**src/rtl/cpu_pkg.sv**
```systemverilog
// Shared CPU definitions: opcodes, instruction-word field positions and the
// fetch state encoding.
package cpu_pkg;

  localparam int IR_W = 16;

  localparam logic [3:0] OP_ADD  = 4'b0001;
  localparam logic [3:0] OP_SUB  = 4'b0010;
  localparam logic [3:0] OP_AND  = 4'b0011;
  localparam logic [3:0] OP_OR   = 4'b0100;
  localparam logic [3:0] OP_HALT = 4'b1111;

  localparam int OPC_HI = 15;
  localparam int OPC_LO = 12;
  localparam int RD_HI  = 11;
  localparam int RD_LO  = 8;
  localparam int RS1_HI = 7;
  localparam int RS1_LO = 4;
  localparam int RS2_HI = 3;
  localparam int RS2_LO = 0;

  typedef enum logic [1:0] {
    S_REQ    = 2'd0,
    S_HOLD   = 2'd1,
    S_HALTED = 2'd2
  } fetch_state_t;

  function automatic logic is_halt(input logic [3:0] op);
    return op == OP_HALT;
  endfunction

endpackage

```
**src/rtl/pc_counter.sv**
```systemverilog
// Program counter: reset value, load for redirects, increment with natural
// wrap at 2^PC_W. Load takes priority over increment.
module pc_counter #(
  parameter int          PC_W     = 8,
  parameter int unsigned RESET_PC = 0
) (
  input  logic            clk,
  input  logic            rst_n,
  input  logic            i_load,
  input  logic [PC_W-1:0] i_load_pc,
  input  logic            i_inc,
  output logic [PC_W-1:0] o_pc
);

  logic [PC_W-1:0] r_pc;

  always_ff @(posedge clk or negedge rst_n) begin
    if (!rst_n) begin
      r_pc <= PC_W'(RESET_PC);
    end else if (i_load) begin
      r_pc <= i_load_pc;
    end else if (i_inc) begin
      r_pc <= r_pc + PC_W'(1);
    end
  end

  assign o_pc = r_pc;

endmodule

```
**src/rtl/fetch_unit.sv**
```systemverilog
// Instruction fetch: requests one word at the PC, holds it in the IR until
// decode accepts it, and parks in HALTED after a consumed HALT.
//
// state    | meaning
// ---------+------------------------------------------------------------
// S_REQ    | imem_req high at pc, waiting for imem_ack
// S_HOLD   | IR valid toward decode, waiting for instr_ready
// S_HALTED | HALT consumed; fetch stopped until a redirect
module fetch_unit
  import cpu_pkg::*;
#(
  parameter int          PC_W     = 8,
  parameter int unsigned RESET_PC = 0
) (
  input  logic            clk,
  input  logic            rst_n,
  output logic            imem_req,
  output logic [PC_W-1:0] imem_addr,
  input  logic            imem_ack,
  input  logic [15:0]     imem_rdata,
  input  logic            redirect,
  input  logic [PC_W-1:0] redirect_pc,
  output logic [3:0]      opcode,
  output logic [3:0]      rd,
  output logic [3:0]      rs1,
  output logic [3:0]      rs2,
  output logic            instr_valid,
  input  logic            instr_ready,
  output logic            halted
);

  fetch_state_t    r_state;
  fetch_state_t    w_state_nxt;
  logic [IR_W-1:0] r_ir;
  logic            w_ir_load;
  logic            w_pc_inc;
  logic [PC_W-1:0] w_pc;

  pc_counter #(
    .PC_W     (PC_W),
    .RESET_PC (RESET_PC)
  ) u_pc (
    .clk       (clk),
    .rst_n     (rst_n),
    .i_load    (redirect),
    .i_load_pc (redirect_pc),
    .i_inc     (w_pc_inc),
    .o_pc      (w_pc)
  );

  always_ff @(posedge clk or negedge rst_n) begin
    if (!rst_n) begin
      r_state <= S_REQ;
    end else begin
      r_state <= w_state_nxt;
    end
  end

  always_ff @(posedge clk or negedge rst_n) begin
    if (!rst_n) begin
      r_ir <= '0;
    end else if (w_ir_load) begin
      r_ir <= imem_rdata;
    end
  end

  // Redirect overrides every state; data arriving with it is dropped.
  always_comb begin
    w_state_nxt = r_state;
    w_ir_load   = 1'b0;
    w_pc_inc    = 1'b0;
    case (r_state)
      S_REQ: begin
        if (redirect) begin
          w_state_nxt = S_REQ;
        end else if (imem_ack) begin
          w_ir_load   = 1'b1;
          w_pc_inc    = 1'b1;
          w_state_nxt = S_HOLD;
        end
      end
      S_HOLD: begin
        if (redirect) begin
          w_state_nxt = S_REQ;
        end else if (instr_ready) begin
          w_state_nxt = is_halt(r_ir[OPC_HI:OPC_LO]) ? S_HALTED : S_REQ;
        end
      end
      S_HALTED: begin
        if (redirect) begin
          w_state_nxt = S_REQ;
        end
      end
      default: begin
        w_state_nxt = S_REQ;
      end
    endcase
  end

  // Gating with rst_n keeps the request low for the whole reset interval.
  assign imem_req    = (r_state == S_REQ) && rst_n;
  assign imem_addr   = w_pc;
  assign instr_valid = (r_state == S_HOLD);
  assign halted      = (r_state == S_HALTED);
  assign opcode      = r_ir[OPC_HI:OPC_LO];
  assign rd          = r_ir[RD_HI:RD_LO];
  assign rs1         = r_ir[RS1_HI:RS1_LO];
  assign rs2         = r_ir[RS2_HI:RS2_LO];

endmodule

```
**config.mk**
```make
export PLATFORM = sky130hd
export DESIGN_NAME = fetch_unit
export DESIGN_NICKNAME = d
export VERILOG_FILES = /design/src/rtl/cpu_pkg.sv /design/src/rtl/pc_counter.sv /design/src/rtl/fetch_unit.sv
export SDC_FILE = /design/constraint.sdc
export NUM_CORES = 1
export LEC_CHECK = 0
export CAP_MARGIN = 0
export CORE_AREA = 2 2 75 77
export CTS_BUF_LIST = sky130_fd_sc_hd__clkbuf_4 sky130_fd_sc_hd__clkbuf_8
export DETAILED_ROUTE_END_ITERATION = 6
export DIE_AREA = 0 0 77 79
export SLEW_MARGIN = 20
export SYNTH_ARGS = -nofsm -noshare
export SYNTH_HDL_FRONTEND = slang
export SYNTH_SLANG_ARGS = --single-unit
```
**constraint.sdc**
```tcl
create_clock -name clk -period 1.4 [get_ports clk]
set_input_delay 0.42 -clock clk [delete_from_list [all_inputs] [get_ports clk]]
set_output_delay 0.42 -clock clk [all_outputs]
set_load 0.05 [all_outputs]
```
==> reports/results.tsv, run 1 <==
metric	value	unit
status	complete, but fails checks	
violated checks	setup timing	
# port buffers	55	
Initial DRC Count	84	
initial antenna violation count	0	
Crit. End Element	output pin	
Crit path max-delay family	flip-flops	
reg2reg end	r_ir[15]$_DFFE_PN0P_	
IO Count	56	
routability cong.	0.820	
width of the die	77	µm
Pleak	1.08	nW
Synth-to-Final Area Change	97.9	%
CORE AREA	5340	µm²
DR vias	1086	
HPWL Detailed	2.59	mm
clk slew on worst S/H paths	0.10	ns
crit-path cells	buf_6 -> nor3b_4 -> buf_12	
root buf cell	clkbuf_8	
Tcrit/Tclk final	117	%
fmax	0.608	GHz
async set-reset flop share out of synthesis	100	%
pwr dens	1190	nW/µm²
worst skew pair latency	0.27	ns
grt ovf	0	
Tightest Pin Transition	0.348	ns
diode count	0	
NumNets Final	206	
multi-input logic area	671	µm²
Post-DRT Antenna Nets	0	
drt drc	0	
vias in the first global route	1208	
Synth cell types	32	
post-synthesis average cell area	12.9	µm²
first-pass GRT wire length	6.13	mm
Worst path slowest cell	dfrtp_2	
Seq/Total Area, Yosys	51.1	%
CTS Buf Count	3	
Synth Warn #	0	
EDFF count, synth	0	
worst-case reg-to-reg path depth	6	
Critical Path RT	0.98	ns
fin crit period	1.64	ns
TritonCTS clock tree	yes	
FILL cells	498	
clock sink count	26	
H-tree depth	1	
relative slew slack	76.8	%
DR vias/cell	4.40	
die height	79	µm
Worst R2R Setup Slack	-0.23	ns
setup TNS	-3.88	ns
Final WS setup	-0.245	ns
largest net degree at the start of global routing	27	
CTS Buffer Depth	2	
first drt pass iteration count	4	
WS Path Type	flip-flop to output pin	
layout cell share with drive strength beyond 1	51.4	%
Final Routed Wirelength	3.64	mm
Yosys reg bits	26	
Initial Util	23.8	%
Worst IR Drop VDD	0.759	mV
post-route insts no fill	247	
post-synth top area share	51.1	%
reg2reg start	r_state[0]$_DFFE_PN0P_	
Wirelength per Cell	14.7	µm
main flop type after synthesis	dfrtp_1	
ranking of synthesized cells by area	dfrtp_1 51%, mux2_4 11%, mux2_2 6.2%	
Max Cap Violations	0	
Worst Path Buf+Inv	2	
max incr delay on CP	0.44	ns
Syn Inst Count	99	
Synth top cells by count	26 x dfrtp_1, 9 x mux2_4, 9 x nand2_1	
hold_buf cts	0	
Pins Over Slew Limit	0	
FF+latch area	659	µm²
most common cell in the synthesized netlist	dfrtp_1	
Final Skew	0.00677	ns
DIE AREA	6080	µm²
Startpoint Class	flip-flop	
Yosys top cell by area	dfrtp_1	
Synth Net Count	129	
row cnt	27	
Mapped Area	1270	µm²
final hold violation count	0	
crit-path max FO	3	
total track usage	12.5	%
RSZ-0062 raised after global routing	yes	
arrival time of the worst setup path	1.22	ns
setup violators final	24	
placed insts	232	
HP Class	input port to async pin	
[kinds of logic after synthesis]
family / Yosys count / synth area share [%]
adders and majority gates: 1 / 0.983
muxes: 17 / 17.6
and+or+nand+nor: 35 / 19.1
DFF: 26 / 51.1
xor gates and xnor gates: 2 / 1.38
AOI/OAI and AO/OA: 13 / 6.49
buffers and inverters: 5 / 3.34
[flip-flops by register name, summed over array words and instances (netlist names)]
name,count
u_pc.o_pc,8
r_ir,16
r_state,2
[worst max path at each step]
| stage | startpoint | end | slack (ns) | cells after the start |
|---|---|---|---|---|
| 6_report | r_state[0]$_DFFE_PN0P_ | imem_req | -0.24 | 3 |
| 5_1_grt | r_state[0]$_DFFE_PN0P_ | imem_req | -0.30 | 3 |
| 4_1_cts | r_state[0]$_DFFE_PN0P_ | imem_req | -0.25 | 3 |
| 3_5_place_dp | imem_ack | r_ir[0]$_DFFE_PN0P_ | -0.57 | 5 |
| 3_3_place_gp | imem_ack | r_ir[1]$_DFFE_PN0P_ | -0.55 | 5 |
| 2_1_floorplan | r_state[0]$_DFFE_PN0P_ | r_ir[10]$_DFFE_PN0P_ | -0.13 | 5 |
[what timing repair did]
action	CTS	global route
endpoints found under the hold margin	0	0
pin swaps	5	9
resized for setup	11	27
setup buffers	5	6
endpoints found under the setup margin	24	26
gates cloned	2	0
[power by group]
group | switching (mW) | internal [mW]
clock | 0.244 | 0.252
sequential | 0.172 | 0.875
combinational | 0.655 | 0.787
total | 1.07 | 1.91
[layout make-up]
class | instances | area share, %
Clock buffer | 4 | 2.19
Inverter | 1 | 0.149
Multi-Input combinational cell | 68 | 26.6
Sequential cell | 26 | 26.2
Tap cell | 72 | 3.58
Timing Repair Buffer | 76 | 41.3
[cell usage in the layout (no fill, tap or decap), types with 3 or more instances in the layout]
| cell | Yosys | routed |
|---|---|---|
| buf_12 | 1 | 27 |
| clkdlybuf4s50_1 | 0 | 25 |
| dfrtp_1 | 26 | 19 |
| mux2_4 | 9 | 16 |
| buf_6 | 1 | 10 |
| nand2_1 | 9 | 9 |
| buf_4 | 0 | 9 |
| dfrtp_2 | 0 | 7 |
| nor2b_1 | 6 | 4 |
| o21ai_0 | 7 | 4 |
| clkbuf_8 | 0 | 4 |
| dlygate4sd2_1 | 0 | 3 |
[per-layer routing]
metal	vias up	wire, µm	global-route usage (%)
li1	512	-	-
met1	535	1510	15.2
met2	39	1880	22.7
met3	0	248	4.20
met4	0	0	0.536
met5	-	0	0
[per-stage QoR]
step                total power, mW  utilization [%]  area, µm²  setup slack, ns  hold slack, ns
floorplan                      1.65                -       1310           -0.126           0.124
global placement               2.39             42.5       2270           -0.545           0.566
detailed placement             2.42             42.5       2270           -0.567           0.565
CTS                            2.98             45.8       2440           -0.250           0.297
global route                   3.12             47.2       2520           -0.303           0.330
finish                         2.99             47.2       2520           -0.245           0.291
Power figures use the tool's default switching activity.
==> run 2: changes to the inputs <==
--- a/config.mk
+++ b/config.mk
@@ -5,11 +5,12 @@
 export SDC_FILE = /design/constraint.sdc
 export NUM_CORES = 1
 export LEC_CHECK = 0
-export CAP_MARGIN = 0
+export CAP_MARGIN = 20
 export CORE_AREA = 2 2 75 77
 export CTS_BUF_LIST = sky130_fd_sc_hd__clkbuf_4 sky130_fd_sc_hd__clkbuf_8
 export DETAILED_ROUTE_END_ITERATION = 6
 export DIE_AREA = 0 0 77 79
+export SKIP_CTS_REPAIR_TIMING = 1
 export SLEW_MARGIN = 20
 export SYNTH_ARGS = -nofsm -noshare
 export SYNTH_HDL_FRONTEND = slang
==> run 2 against run 1 <==
The run still ends with setup timing left. Non-clock buffer count down 4. Cell count is 1.6% lower. Flip-flop and latch count did not move. Sequential share of layout area up 0.40 points. Largest power group unchanged. Total power shrank 0.72%. Register-to-register slack is essentially flat. Routed wire length is 1.9% lower. Global-route usage shrank 0.93 points.
==> reports/results.tsv, run 2 (synthesized netlist as in run 1, its figures left out) <==
metric	value	unit	change
reg2reg start	r_state[1]$_DFFE_PN0P_		
Final WS setup	-0.258	ns	-0.0133 ns
worst-case reg-to-reg path depth	5		-1
root buf cell	clkbuf_8		
setup violators final	23		-4.2%
grt ovf	0		unchanged
clk slew on worst S/H paths	0.10	ns	about the same
first drt pass iteration count	4		unchanged
Max Cap Violations	0		unchanged
H-tree depth	1		unchanged
final hold violation count	0		unchanged
row cnt	27		unchanged
Final Skew	0.00601	ns	-0.000760 ns
total power draw	2.96	mW	-0.72%
Flop pwr share	35.3	%	+0.2 points
Synth-to-Final Area Change	95.0	%	
Post-DRT Antenna Nets	0		unchanged
TritonCTS clock tree	yes		
reg2reg end	r_ir[6]$_DFFE_PN0P_		
Largest Register	r_ir		
Startpoint Class	flip-flop		
fmax	0.603	GHz	-0.80%
status	complete, but fails checks		
IO Count	56		unchanged
# port buffers	55		unchanged
diode count	0		unchanged
Internal	1.90	mW	-0.81%
post-route cell area	2480	µm²	-1.5%
DR vias	1079		-0.64%
Clk pwr share	16.9	%	+0.3 points
Crit path max-delay family	flip-flops		
DIE AREA	6080	µm²	unchanged
RSZ-0062 raised after global routing	yes		
fin crit period	1.66	ns	+0.0133 ns
Psw	1.07	mW	-0.55%
initial antenna violation count	0		unchanged
Sw Share	35.9	%	+0.060 points
commonest non-fill, non-tap cells in the layout	28 x buf_12, 25 x clkdlybuf4s50_1, 19 x dfrtp_1		
clock sink count	26		unchanged
Tcrit/Tclk final	118	%	+0.95 points
total track usage	11.6	%	-0.93 points
routability cong.	0.820		unchanged
Worst path slowest cell	dfrtp_2		
die height	79	µm	unchanged
relative slew slack	77.2	%	+0.42 points
CTS Buf Count	3		unchanged
first-pass GRT wire length	5.73	mm	-6.5%
DR vias/cell	4.44		+0.99%
commonest non-fill, non-tap cell in the layout	buf_12		
layout cell share with drive strength beyond 1	49.7	%	-1.7 points
Wirelength per Cell	14.7	µm	-0.28%
CTS Buffer Depth	2		unchanged
violated checks	setup timing		
Pleak	1.08	nW	about the same
max reg flops	16		unchanged
Critical Path RT	0.98	ns	about the same
Final Util	46.5	%	-0.70 points
Crit. End Element	output pin		
Cell Area, Placed	2270	µm²	unchanged
largest net degree at the start of global routing	27		unchanged
Comb power frac	47.8	%	-0.5 points
Worst Path Buf+Inv	2		unchanged
crit-path cells	buf_6 -> nor3b_4 -> buf_12		
arrival time of the worst setup path	1.24	ns	+0.02 ns
vias in the first global route	1146		-5.1%
width of the die	77	µm	unchanged
Worst R2R Setup Slack	-0.23	ns	about the same
drt drc	0		unchanged
critical path depth	3		unchanged
HP Class	input port to async pin		
worst skew pair latency	0.27	ns	about the same
worst hold slack	0.179	ns	-0.112 ns
HPWL Detailed	2.59	mm	unchanged
Pins Over Slew Limit	0		unchanged
Final Routed Wirelength	3.57	mm	-1.9%
Tightest Pin Transition	0.342	ns	-0.00623 ns
Initial Util	23.8	%	unchanged
WS Path Type	flip-flop to output pin		
Initial DRC Count	66		-21%
NumNets Final	202		-1.9%
max incr delay on CP	0.44	ns	about the same
CORE AREA	5340	µm²	unchanged
dpl ws	-0.567	ns	unchanged
Worst IR Drop VDD	0.761	mV	+0.16%
pwr dens	1190	nW/µm²	+0.78%
crit-path max FO	4		+1
## run 2: changes by cell type in the layout (fill, tap and decap cells not counted)
cell / delta
buf_12: +1
dlygate4sd2_1: -3
o21ai_0: +2
o21ai_2: -1
dlymetal6s2s_1: +3
clkbuf_16: +2
buf_6: -7
nor4_2: +1
buf_4: +2
buf_16: -1
nor4_4: -1
buf_8: -1
o21ai_1: -1
## run 2: worst max-delay path by stage
stage                                start                    to
floorplan           r_state[0]$_DFFE_PN0P_  r_ir[10]$_DFFE_PN0P_
global placement                  imem_ack   r_ir[1]$_DFFE_PN0P_
detailed placement                imem_ack   r_ir[0]$_DFFE_PN0P_
CTS                                  rst_n              imem_req
global route        r_state[0]$_DFFE_PN0P_              imem_req
finish              r_state[0]$_DFFE_PN0P_              imem_req
## run 2: power groups by stage
stage | sequential, mW | combinational, mW | clock, mW
2_1_floorplan | 1.40 | 0.258 | 0
3_3_place_gp | 1.05 | 1.34 | 0
3_5_place_dp | 1.06 | 1.36 | 0
4_1_cts | 1.05 | 1.36 | 0.526
5_1_grt | 1.07 | 1.48 | 0.551
6_report | 1.05 | 1.42 | 0.500
## run 2: cell type report
| cell class | instances | area (µm²) |
|---|---|---|
| Fill cell | 498 | 2860 |
| Timing Repair Buffer | 72 | 1010 |
| Sequential cell | 26 | 659 |
| Multi-Input combinational cell | 68 | 658 |
| Tap cell | 72 | 90.1 |
| Clock buffer | 4 | 55.1 |
| Inverter | 1 | 3.75 |
## run 2: through the flow
| stage | instances | TNS, ns |
|---|---|---|
| 6_report | 243 | -4.34 |
| 5_1_grt | 243 | -5.53 |
| 4_1_cts | 236 | -5.72 |
| 3_5_place_dp | 232 | -12.01 |
| 3_3_place_gp | 232 | -11.80 |
| 2_1_floorplan | 99 | -1.29 |
## run 2: metal layers
metal	wire length, µm	share of wire, %	up-vias	global-route usage, %
li1	-	-	505	-
met2	1820	51	38	20.7
met1	1500	42	536	13.9
met4	0	0	0	1.07
met5	0	0	-	0
met3	243	6.8	0	4.20
## run 2: worst register-to-register path: stages (launching register included)
cell	delay (ns)
dfrtp_2	0.45
buf_6	0.13
nor3b_4	0.19
and2b_2	0.26
clkbuf_16	0.19
mux2_4	0.30
